### config.mk
export PLATFORM = sky130hd
export DESIGN_NAME = lcg_vec_source
export DESIGN_NICKNAME = d
export VERILOG_FILES = /design/src/rtl/lcg_vec_source.sv
export SDC_FILE = /design/constraint.sdc
export NUM_CORES = 2
export LEC_CHECK = 0
export CAP_MARGIN = 30
export CORE_AREA = 2 2 295 297
export CTS_CLUSTER_DIAMETER = 200
export CTS_CLUSTER_SIZE = 28
export DETAILED_ROUTE_END_ITERATION = 8
export DIE_AREA = 0 0 297 299
export MAX_ROUTING_LAYER = met4
export PLACE_DENSITY = 0.84
export SYNTH_ARGS = -nofsm -noshare
export SYNTH_HDL_FRONTEND = slang
export SYNTH_SLANG_ARGS = --single-unit
### constraint.sdc
create_clock -name clk -period 33.8 [get_ports clk]
set_input_delay 3.38 -clock clk [delete_from_list [all_inputs] [get_ports clk]]
set_output_delay 3.38 -clock clk [all_outputs]
set_load 0.01 [all_outputs]
### src/rtl/lcg_vec_source.sv
//==============================================================================
// Module      : lcg_vec_source
// Description : Parametrised pseudo-random vector source. Expands a 32-bit
//               seed with the LCG x' = x*0x41C64E6D + 0x3039 (mod 2^32) into
//               OUT_W-bit vectors, filling 32-bit lanes LSB-first, and
//               delivers a programmable number of them over a valid/ready
//               stream with start/abort control and a done pulse.
//               Optional running checksum enabled by the macro
//               LCG_VEC_SOURCE_CKSUM_EN (cksum tied to 0 when undefined).
// Revision    : 1.0 - initial release
//==============================================================================
`timescale 1ns/1ps
`default_nettype none

module lcg_vec_source #(
    parameter int          OUT_W    = 140,
    parameter int          CNT_W    = 32,
    parameter logic [31:0] DEF_SEED = 32'd1791895503
) (
    input  logic             clk,
    input  logic             rst,
    input  logic             start,
    input  logic [31:0]      seed_in,
    input  logic [CNT_W-1:0] num_vec,
    input  logic             abort,
    output logic             busy,
    output logic             done,
    output logic             vec_valid,
    input  logic             vec_ready,
    output logic [OUT_W-1:0] vec_data,
    output logic [CNT_W-1:0] vec_idx,
    output logic [31:0]      cksum
);

    // Number of 32-bit lanes and the number of live bits in the top lane
    localparam int LANES  = (OUT_W + 31) / 32;
    localparam int LAST_W = OUT_W - 32 * (LANES - 1);

    localparam logic [31:0] c_MULT = 32'h41C6_4E6D;
    localparam logic [31:0] c_INC  = 32'h0000_3039;

    typedef enum logic [1:0] {
        S_IDLE = 2'd0,
        S_GEN  = 2'd1,
        S_RUN  = 2'd2,
        S_FIN  = 2'd3
    } state_t;

    // One LCG step, wrapping naturally at 32 bits
    function automatic logic [31:0] lcg_step(input logic [31:0] x);
        return x * c_MULT + c_INC;
    endfunction

    state_t             r_fsm;
    logic [31:0]        r_lcg;
    logic [CNT_W-1:0]   r_count;
    logic [CNT_W-1:0]   r_idx;
    logic               r_valid;
    logic               r_done;
    logic [OUT_W-1:0]   r_vec;

    logic [31:0]        w_lane [LANES];
    logic [OUT_W-1:0]   w_vec;
    logic [31:0]        w_seed;
    logic               w_hshk;
    logic               w_last;

    // Unroll the LCG chain so every lane of the next vector is ready in one cycle
    always_comb begin
        logic [31:0] v;
        v = r_lcg;
        for (int k = 0; k < LANES; k++) begin
            v         = lcg_step(v);
            w_lane[k] = v;
        end
    end

    // Pack lanes LSB-first; the top lane is truncated to the live width
    always_comb begin
        w_vec = '0;
        for (int k = 0; k < LANES - 1; k++) begin
            w_vec[32*k +: 32] = w_lane[k];
        end
        w_vec[OUT_W-1 -: LAST_W] = w_lane[LANES-1][LAST_W-1:0];
    end

    assign w_seed = (seed_in == 32'd0) ? DEF_SEED : seed_in;
    assign w_hshk = r_valid && vec_ready;
    assign w_last = (r_idx == (r_count - CNT_W'(1)));

    // Control FSM: run setup, vector generation, handshake tracking, done pulse
    always_ff @(posedge clk) begin
        if (rst) begin
            r_fsm   <= S_IDLE;
            r_lcg   <= 32'd0;
            r_count <= '0;
            r_idx   <= '0;
            r_valid <= 1'b0;
            r_done  <= 1'b0;
            r_vec   <= '0;
        end else begin
            r_done <= 1'b0;
            if ((r_fsm != S_IDLE) && abort) begin
                // Abort wins over any handshake in the same cycle
                r_fsm   <= S_IDLE;
                r_valid <= 1'b0;
            end else begin
                case (r_fsm)
                    S_IDLE: begin
                        if (start) begin
                            r_lcg   <= w_seed;
                            r_count <= num_vec;
                            r_idx   <= '0;
                            r_fsm   <= (num_vec == '0) ? S_FIN : S_GEN;
                        end
                    end
                    S_GEN: begin
                        r_vec   <= w_vec;
                        r_lcg   <= w_lane[LANES-1];
                        r_valid <= 1'b1;
                        r_fsm   <= S_RUN;
                    end
                    S_RUN: begin
                        if (w_hshk) begin
                            if (w_last) begin
                                r_valid <= 1'b0;
                                r_fsm   <= S_FIN;
                            end else begin
                                // Next vector replaces the accepted one on the same edge
                                r_vec <= w_vec;
                                r_lcg <= w_lane[LANES-1];
                                r_idx <= r_idx + CNT_W'(1);
                            end
                        end
                    end
                    S_FIN: begin
                        r_done <= 1'b1;
                        r_fsm  <= S_IDLE;
                    end
                    default: begin
                        r_fsm   <= S_IDLE;
                        r_valid <= 1'b0;
                    end
                endcase
            end
        end
    end

    assign busy      = (r_fsm != S_IDLE);
    assign done      = r_done;
    assign vec_valid = r_valid;
    assign vec_data  = r_vec;
    assign vec_idx   = r_idx;

`ifdef LCG_VEC_SOURCE_CKSUM_EN
    logic [31:0]            r_cksum;
    logic [LANES*32-1:0]    w_pad;
    logic [31:0]            w_fold;

    // XOR-fold the presented vector, top lane zero-extended
    always_comb begin
        w_pad            = '0;
        w_pad[OUT_W-1:0] = r_vec;
        w_fold           = 32'd0;
        for (int k = 0; k < LANES; k++) begin
            w_fold = w_fold ^ w_pad[32*k +: 32];
        end
    end

    // Running checksum: cleared at run start, updated on every accepted vector
    always_ff @(posedge clk) begin
        if (rst) begin
            r_cksum <= 32'd0;
        end else if ((r_fsm == S_IDLE) && start) begin
            r_cksum <= 32'd0;
        end else if ((r_fsm == S_RUN) && !abort && w_hshk) begin
            r_cksum <= {r_cksum[30:0], r_cksum[31]} ^ w_fold;
        end
    end

    assign cksum = r_cksum;
`else
    assign cksum = 32'd0;
`endif

endmodule

`default_nettype wire
==> key figures <==
Outcome
  • Status: completed

Synth
  • #FFs+latches synth: 236
  • Most frequent cell after synthesis: inv_1
  • Yosys top cell area share: 34.65%
  • Syn_area_per_cell: 9.307 sq um
  • Top cells by count, synth: inv_1, ha_1, fa_1
  • Mapped Cells: 5860
  • Area leader, netlist: fa_1
  • Area contributors post-synth: fa_1, ha_1, inv_1, dfxtp_1, xnor2_1
  • Async SR Flop Fraction: 0%
  • Yosys cell types: 82
  • Yosys Warn Count: 0
  • Number of flops mapped to enable cells by yosys: 0
  • Mapped Area: 54540 sq um
  • Prevailing post-synth register cell: dfxtp_1
  • Sequential area share after synthesis: 8.663%

GRT
  • First-pass GRT wire length: 235900 um
  • Vias in the first global route: 42770
  • Antenna violations before repair: 1
  • Grt ovf: 0
  • Pin count of the biggest net entering global routing: 84
  • GRT Total Usage: between 30% and 40%

Placed design
  • Final Wtd Congestion: 1.054
  • I/O Buffers: 243
  • Final HPWL DP: ~130000 um
  • DP Area: 58350 sq um

Route
  • DRC viols: 0
  • Wire per inst: 20.54 um
  • Drt first pass iters: 6
  • DRT antenna net count: 0
  • Total number of vias: between 40000 and 50000
  • Final WL: ~150000 um
  • DRT iter0 DRCs: 3083
  • Post-DR vias/cell: roughly 5.6

Clocking
  • Sink Count: 236
  • CTS root buf: clkbuf_16
  • Clk_lat worst skew: a little under 0.6 ns
  • Setup repair bufs after CTS: 0
  • Clock Path Buffers: 3
  • CTS Hold Bufs: 0
  • CTS tree: built
  • Reg clk slew, reported paths: approximately 0.13 ns
  • CTS Buf Count: 12
  • H-tree Lvls: 1
  • Post-CTS Resized: 0

Layout
  • Post-route cell area: 58730 sq um
  • Share of cells above drive strength 1: 1.976%
  • Layout area overhead: 7.683%
  • Fin nets: 8094

Die
  • Site Rows: ~110
  • Core ar.: 85940 sq um
  • I/O pin cnt: 276
  • Horiz. Die Dim: 297 um
  • Die ar.: between 80000 and 90000 sq um
  • Die height: 299 um
  • Starting Density: 63.46%

Setup path
  • Worst EP arrival: 29.90 ns
  • Reg2reg setup slack: 4.38 ns
  • Most frequent CP cell: inv_1
  • Slowest cell on crit path: dfxtp_1
  • CP peak stage delay: 0.83 ns
  • Worst r2r dst: r_lcg[31]
  • CP Max Fanout: 14
  • Reg-to-Reg Start: r_lcg[1]
  • CP Class: reg2reg
  • Crit path required time: 34.28 ns
  • Kind of start point of the critical path: flip-flop
  • Crit path max-delay family: adder cells
  • R2r worst-path depth: 102
  • Setup crit end kind: flip-flop
  • Buf/Inv on CP: 29

Run
  • # Max-Cap Violations: 0

Hold path
  • Worst Hold Class: reg2reg
  • Worst Hold Depth: 2
  • Hold Crit Endpoint: vec_data[84]
  • Hold_sp: vec_data[84]

Timing
  • Final period util: approximately 87%
  • Slew @ Worst Pin: about 1.1 ns
  • Post-route minimum period: 29.42 ns
  • FMAX: between 0.03 and 0.04 GHz
  • Worst Skew: 0.05136 ns
  • Setup_tns: 0 ns
  • RSZ-0062 raised after global routing: false
  • Max Slew Vio Count: 0
  • Finish-stage setup viols: 0
  • Max-slew headroom at the worst pin: 25.32%
  • Final hold vios: 0
-- metal layers --
layer / wire length [um] / global-route usage, % / up-vias
met5: 0 / - / -
met4: 4978 / 10.57 / 0
met3: 13280 / 6.223 / 313
met2: 68510 / 54.96 / 1579
met1: 61730 / 47.45 / 20110
li1: - / - / 18470
-- per-stage QoR --
stage / util, % / setup WS, ns / hold WS (ns) / instances
after floorplan: - / 6.381 / 0.4496 / 5891
after global placement: 67.82 / 5.433 / 0.4412 / 7207
after detailed placement: 67.90 / 4.753 / 0.4455 / 7214
after CTS: 68.33 / 4.633 / 0.4625 / 7229
after global routing: 68.33 / 3.041 / 0.4823 / 7229
final: 68.33 / 4.380 / 0.4606 / 7230
-- worst max path at each step --
stage	depth (start not counted)	end	start
2_1_floorplan	104	r_lcg[31]	r_lcg[0]
4_1_cts	102	r_lcg[31]	r_lcg[1]
3_5_place_dp	103	r_lcg[31]	r_lcg[1]
3_3_place_gp	101	r_lcg[31]	r_lcg[1]
5_1_grt	99	r_lcg[31]	r_lcg[1]
6_report	102	r_lcg[31]	r_lcg[1]
-- worst reg2reg max path: cells and delay by family, from the launching register on --
| kind | cells | cell delay, ns |
|---|---|---|
| fa+ha+maj | 41 | 17.73 |
| mux | 1 | 0.07 |
| xor+xnor | 8 | 3.03 |
| flops | 1 | 0.83 |
| buf+inv | 29 | 2.12 |
| simple gates | 7 | 1.82 |
| compound gates | 16 | 3.76 |
-- sequential cells by signal (all words and copies together) (netlist names) --
signal	cells
r_fsm	2
vec_idx	32
vec_valid	1
vec_data	136
r_count	32
done	1
r_lcg	32
-- kinds of logic after synthesis --
logic type / synth area share [%]
AOI/OAI and AO/OA: 7.575
xor gates and xnor gates: 6.103
adders and majority gates: 57.78
buffers and inverters: 12.67
DFF: 8.663
muxes: 0.3717
other: 0.006876
and+or+nand+nor: 6.830
-- cells in the final DEF (no fill, tap or decap), types with 41 or more instances in the layout --
master              n
a211oi_1           42
a21o_1             54
a21oi_1           306
buf_4              55
clkdlybuf4s50_1   242
dfxtp_1           235
fa_1              944
ha_1             1007
inv_1            1664
nand2_1           368
nand3_1            41
nor2_1            194
nor3_1             43
o21ai_0            74
xnor2_1           271
xor2_1             89
-- layout make-up --
cell class | instances | area [sq um]
multi-input combinational | 3859 | 43060
timing repair buffer | 300 | 2877
clock buffer | 13 | 325.3
inverter | 1664 | 6246
antenna | 1 | 2.502
clock inverter | 2 | 46.29
tap | 1155 | 1445
sequential | 236 | 4726
fill | 6679 | 27210
Power is left out: the tool's default activity adds up to more than one toggle a clock period on the data nets, which glitch-free logic cannot reach.
